**src/rtl/pipe_add_sub.sv**
```systemverilog
// pipe_add_sub: pipelined two's-complement adder/subtractor.
// The carry chain is cut into CHUNK-bit slices, one slice per stage. Stage k
// adds slice k of A and (B ^ {WIDTH{sub}}) plus the registered carry of stage
// k-1; the operand slices still to be added ride along in shrinking skew
// registers, and the finished low slices of the sum grow stage by stage.
// A single global advance signal stalls every register at once, so the
// handshake is a plain valid/ready with full back-pressure.
// WIDTH must be a positive multiple of CHUNK.
module pipe_add_sub #(
  parameter int WIDTH = 32,
  parameter int CHUNK = 8
) (
  input  logic             clk,
  input  logic             rst,
  input  logic             in_valid,
  output logic             in_ready,
  input  logic [WIDTH-1:0] in_a,
  input  logic [WIDTH-1:0] in_b,
  input  logic             in_sub,
  output logic             out_valid,
  input  logic             out_ready,
  output logic [WIDTH-1:0] out_sum,
  output logic             out_carry,
  output logic             out_ovf,
  output logic             out_zero
);

  localparam int NSTAGE = WIDTH / CHUNK;

  logic             advance;
  logic [WIDTH-1:0] b_eff;

  // The whole pipe moves only when the output slot is empty or being drained
  assign advance  = !out_valid || out_ready;
  assign in_ready = advance;

  // Subtraction is A + ~B + 1; the +1 enters as the stage-0 carry-in
  assign b_eff = in_b ^ {WIDTH{in_sub}};

  for (genvar k = 0; k < NSTAGE; k++) begin : g_stage
    localparam int DONE = (k + 1) * CHUNK;
    localparam int REM  = WIDTH - DONE;

    logic [CHUNK-1:0] a_slice;
    logic [CHUNK-1:0] b_slice;
    logic [CHUNK-1:0] s_slice;
    logic             cin;
    logic             cout;
    logic             valid_in;
    logic [DONE-1:0]  sum_next;
    logic             valid;
    logic             carry;
    logic [DONE-1:0]  sum;

    if (k == 0) begin : g_head
      assign a_slice  = in_a[CHUNK-1:0];
      assign b_slice  = b_eff[CHUNK-1:0];
      assign cin      = in_sub;
      assign valid_in = in_valid;
      assign sum_next = s_slice;
    end else begin : g_body
      assign a_slice  = g_stage[k-1].g_skew.a_rem[CHUNK-1:0];
      assign b_slice  = g_stage[k-1].g_skew.b_rem[CHUNK-1:0];
      assign cin      = g_stage[k-1].carry;
      assign valid_in = g_stage[k-1].valid;
      assign sum_next = {s_slice, g_stage[k-1].sum};
    end

    assign {cout, s_slice} = {1'b0, a_slice} + {1'b0, b_slice}
                           + {{CHUNK{1'b0}}, cin};

    // Capture this slice's sum and carry together with the entry's valid bit
    always_ff @(posedge clk) begin
      if (rst) begin
        valid <= 1'b0;
      end else if (advance) begin
        valid <= valid_in;
        carry <= cout;
        sum   <= sum_next;
      end
    end

    if (REM > 0) begin : g_skew
      logic [REM-1:0] a_rem;
      logic [REM-1:0] b_rem;
      logic [REM-1:0] a_rem_next;
      logic [REM-1:0] b_rem_next;

      if (k == 0) begin : g_src_in
        assign a_rem_next = in_a[WIDTH-1:DONE];
        assign b_rem_next = b_eff[WIDTH-1:DONE];
      end else begin : g_src_prev
        assign a_rem_next = g_stage[k-1].g_skew.a_rem[REM+CHUNK-1:CHUNK];
        assign b_rem_next = g_stage[k-1].g_skew.b_rem[REM+CHUNK-1:CHUNK];
      end

      // Delay the not-yet-added operand slices so they meet their carry
      always_ff @(posedge clk) begin
        if (advance) begin
          a_rem <= a_rem_next;
          b_rem <= b_rem_next;
        end
      end
    end

    if (k == NSTAGE - 1) begin : g_tail
      logic cmsb;
      logic ovf;

      // Carry into the MSB recovered from the MSB's own sum bit
      assign cmsb = s_slice[CHUNK-1] ^ a_slice[CHUNK-1] ^ b_slice[CHUNK-1];

      // Signed overflow: carry into MSB differs from carry out of MSB
      always_ff @(posedge clk) begin
        if (advance) begin
          ovf <= cmsb ^ cout;
        end
      end
    end
  end

  // Output registers: load only real results so they keep the last one
  always_ff @(posedge clk) begin
    if (rst) begin
      out_valid <= 1'b0;
      out_sum   <= '0;
      out_carry <= 1'b0;
      out_ovf   <= 1'b0;
      out_zero  <= 1'b0;
    end else if (advance) begin
      out_valid <= g_stage[NSTAGE-1].valid;
      if (g_stage[NSTAGE-1].valid) begin
        out_sum   <= g_stage[NSTAGE-1].sum;
        out_carry <= g_stage[NSTAGE-1].carry;
        out_ovf   <= g_stage[NSTAGE-1].g_tail.ovf;
        out_zero  <= (g_stage[NSTAGE-1].sum == '0);
      end
    end
  end

endmodule

```
**config.mk**
```make
export PLATFORM = sky130hd
export DESIGN_NAME = pipe_add_sub
export DESIGN_NICKNAME = d
export VERILOG_FILES = /design/src/rtl/pipe_add_sub.sv
export SDC_FILE = /design/constraint.sdc
export NUM_CORES = 1
export LEC_CHECK = 0
export CAP_MARGIN = 20
export CORE_UTILIZATION = 55
export DETAILED_ROUTE_END_ITERATION = 7
export PLACE_DENSITY = 0.84
export RECOVER_POWER = 100
export SETUP_SLACK_MARGIN = 0.5
export SLEW_MARGIN = 20
export SYNTH_ARGS = -nofsm -noshare
export SYNTH_HDL_FRONTEND = slang
export SYNTH_SLANG_ARGS = --single-unit
```
**constraint.sdc**
```tcl
create_clock -name clk -period 15.2 [get_ports clk]
set_clock_uncertainty 0.15 [all_clocks]
set_input_delay 2.28 -clock clk [delete_from_list [all_inputs] [get_ports clk]]
set_output_delay 2.28 -clock clk [all_outputs]
set_load 0.05 [all_outputs]
```
==> metrics.yaml <==
status:
  status: "finished with violations"
  violations: "capacitance limit, slew limit"
setup_path:
  rr_startpoint: "out_valid"
  worst_setup_path_start_kind: "input pin"
  cp-endpoint: "in_ready"
  worstPathArrival_ps: 4660
  path_max_fanout: 8
  worstSetupEndpointType: "output port"
  critical_path_class: "input pin to output port"
  reg2reg_to: "g_stage[0].g_skew.a_rem[0]"
  r2r_cells: 3
  r2r_setup_slack_ps: 10180
  crit_required_ps: 12770
  crit_start: "out_ready"
timing:
  finalCriticalPeriod_ps: 7090
  drv_slew: 258
  rsz0062_at_grt: "no"
  slew_headroom_pct: -232
  hold_viol: 0
  tns_ps: 0
  worstMarginPinSlew_ps: 4980
  fmax_mhz: 141
  period_share_pct: 46.7
  setup_viol: 0
global_routing:
  antenna_found_initial: 0
  grt_max_degree: 98
  grt_overflow: 0
  grt_use_total_pct: 18.2
  grt_pass1_vias: 4847
  grt_pass1_wl_um: 22900
drt:
  wirelength_um: 14200
  firstDrtPassIters: 4
  num_vias: 4772
  ant_nets: 0
  remaining_drc_errors: 0
  drt_iter0_markers: 358
  vias_per_cell: 5.32
  post_drt_wl_per_cell_um: 15.8
synthesis:
  ys_seq_elements: 221
  ys_warn_count: 0
  synth-edff-count: 181
  syn_nets: 682
  yosysSeqAreaShare_pct: 73.5
  synth.distinct_cells: 37
  async_reset_ff_share_pct: 0
  postSynthCellCount: 578
  synth_flop_cell: "edfxtp_1"
  synth.cell_area_um2: 8480
  syn_area_per_cell_um2: 14.7
power:
  power_mw: 1.42
  seq_power_share_pct: 52.7
  p_sw_mw: 0.302
  p_int_mw: 1.12
  pwr-share-comb_pct: 9.4
  ir_drop_mv: 0.106
  clkPwrFrac_pct: 37.9
  powerDensity_nw_per_um2: 136
  leakagePower_nw: 3.93
  swShare_pct: 21.3
cts:
  hold_buffers: 0
  clockBufferDepth: 3
  path_clk_slew_ps: 60
  clock_sinks: 221
  cts_tree: "built"
  numCtsBuffers: 22
  h-tree-depth: 1
  ctsResizeCount: 0
  post_cts_buffers: 0
  clock_latency_ps: 490
  cts_root_buffer: "clkbuf_16"
place:
  place.gp.congestion: 0.851
  portBuffers: 105
  dpl.hpwl_um: 9380
floorplanning:
  pin_count: 106
  die_area_um2: 15900
  die_h_um: 126
  core_area_um2: 15100
  start_util_pct: 56.0
  die_w_um: 126
  rows: 45
layout:
  diodes: 0
  area_growth_pct: 23.0
  num-nets-final: 797
  drive_gt1_share_pct: 4.80
min_path:
  hp-class: "flip-flop to flip-flop"
  hold_path_depth: 0
run:
  maxCapViolations: 4
==> cell type report <==
cell class,instances,area (um2)
clock buffers,34,648
flip-flops and latches,221,6240
well taps,188,235
inverters,20,76.3
repair buffers,108,1060
multi-input cells,320,2090
clock inverters,6,82.6
fillers,989,4720
==> worst min path at each step <==
stage / end / start / slack (ps)
2_1_floorplan: g_stage[1].g_skew.a_rem[0] / g_stage[0].g_skew.a_rem[8] / 250
3_3_place_gp: g_stage[1].g_skew.b_rem[11] / g_stage[0].g_skew.b_rem[19] / 250
3_5_place_dp: g_stage[1].g_skew.a_rem[15] / g_stage[0].g_skew.a_rem[23] / 250
4_1_cts: g_stage[3].sum[9] / g_stage[2].sum[9] / 270
5_1_grt: g_stage[2].g_skew.b_rem[6] / g_stage[1].g_skew.b_rem[14] / 270
6_report: g_stage[2].sum[1] / g_stage[1].sum[1] / 260
==> state kept, by name, indices dropped and copies added, names as in the netlist <==
| register | cells |
|---|---|
| g_stage.valid | 4 |
| g_stage.g_skew.b_rem | 48 |
| g_stage.carry | 4 |
| g_stage.g_tail.ovf | 1 |
| out_ovf | 1 |
| out_sum | 32 |
| g_stage.sum | 80 |
| out_valid | 1 |
| g_stage.g_skew.a_rem | 48 |
| out_carry | 1 |
| out_zero | 1 |
==> cell usage in the layout, fill, tap and decap left out, types with 10 or more instances in the layout <==
cell,n
a21oi_1,51
clkbuf_1,13
clkbuf_16,24
clkdlybuf4s50_1,40
dfxtp_1,40
dlygate4sd3_1,64
edfxtp_1,181
ha_1,28
inv_1,19
nand2_1,82
nor2_1,28
nor4_1,10
o21ai_0,15
xnor2_1,14
xor2_1,35
==> Yosys cell counts, types with 7 or more instances <==
cell type / number / share of area (%)
fa_1: 7 / 1.7
a21oi_1: 51 / 3.0
nor2_1: 29 / 1.3
nand2_1: 81 / 3.6
o21ai_1: 9 / 0.53
ha_1: 28 / 4.1
edfxtp_1: 181 / 64
dfxtp_1: 40 / 9.4
buf_2: 10 / 0.59
xor2_1: 35 / 3.6
inv_1: 19 / 0.84
nor4_1: 10 / 0.74
xnor2_1: 14 / 1.4
o21ai_0: 8 / 0.47
==> critical path, stage by stage <==
cell and delay [ps]:
dlygate4sd3_1 530, nor2b_1 500, clkinvlp_2 480, dlygate4sd3_1 870
==> kinds of logic (layout without fill, tap and decap cells) <==
group                    after synthesis  count (layout)  synth area share (%)
flip-flops                           221             221                  73.5
AND/OR/NAND/NOR                      139             139                  7.11
AO/OA/AOI/OAI                         96              96                  6.62
XOR/XNOR                              49              49                  5.06
buffers and inverters                 37             168                  1.78
adder cells (fa/ha/maj)               35              35                  5.78
multiplexers                           1               1                 0.118
==> power groups by stage <==
stage / Sequential, mW / Clock, mW / Combinational (mW)
3_5_place_dp: 0.759 / 0 / 0.135
5_1_grt: 0.752 / 0.572 / 0.148
6_report: 0.748 / 0.537 / 0.134
3_3_place_gp: 0.756 / 0 / 0.126
2_1_floorplan: 0.757 / 0 / 0.0856
4_1_cts: 0.746 / 0.547 / 0.138
==> per-layer routing <==
| metal | vias to the layer above | share of wire, % | track usage [%] |
|---|---|---|---|
| met5 | - | 0 | 0 |
| met3 | 41 | 5.5 | 2.97 |
| met2 | 181 | 50 | 31.4 |
| met1 | 2229 | 41 | 22.7 |
| li1 | 2321 | - | - |
| met4 | 0 | 3.4 | 8.43 |
==> metrics by stage <==
step	setup WS (ps)	hold WS, ps	util [%]	instances	instance area [um2]
3_3_place_gp	8730	254	64.2	857	9720
4_1_cts	8670	266	69.0	897	10500
6_report	8110	263	68.9	897	10400
3_5_place_dp	8670	255	64.2	857	9720
2_1_floorplan	8390	250	-	578	8480
5_1_grt	7800	271	68.9	897	10400
No activity file was read; power rests on OpenSTA's default activity.
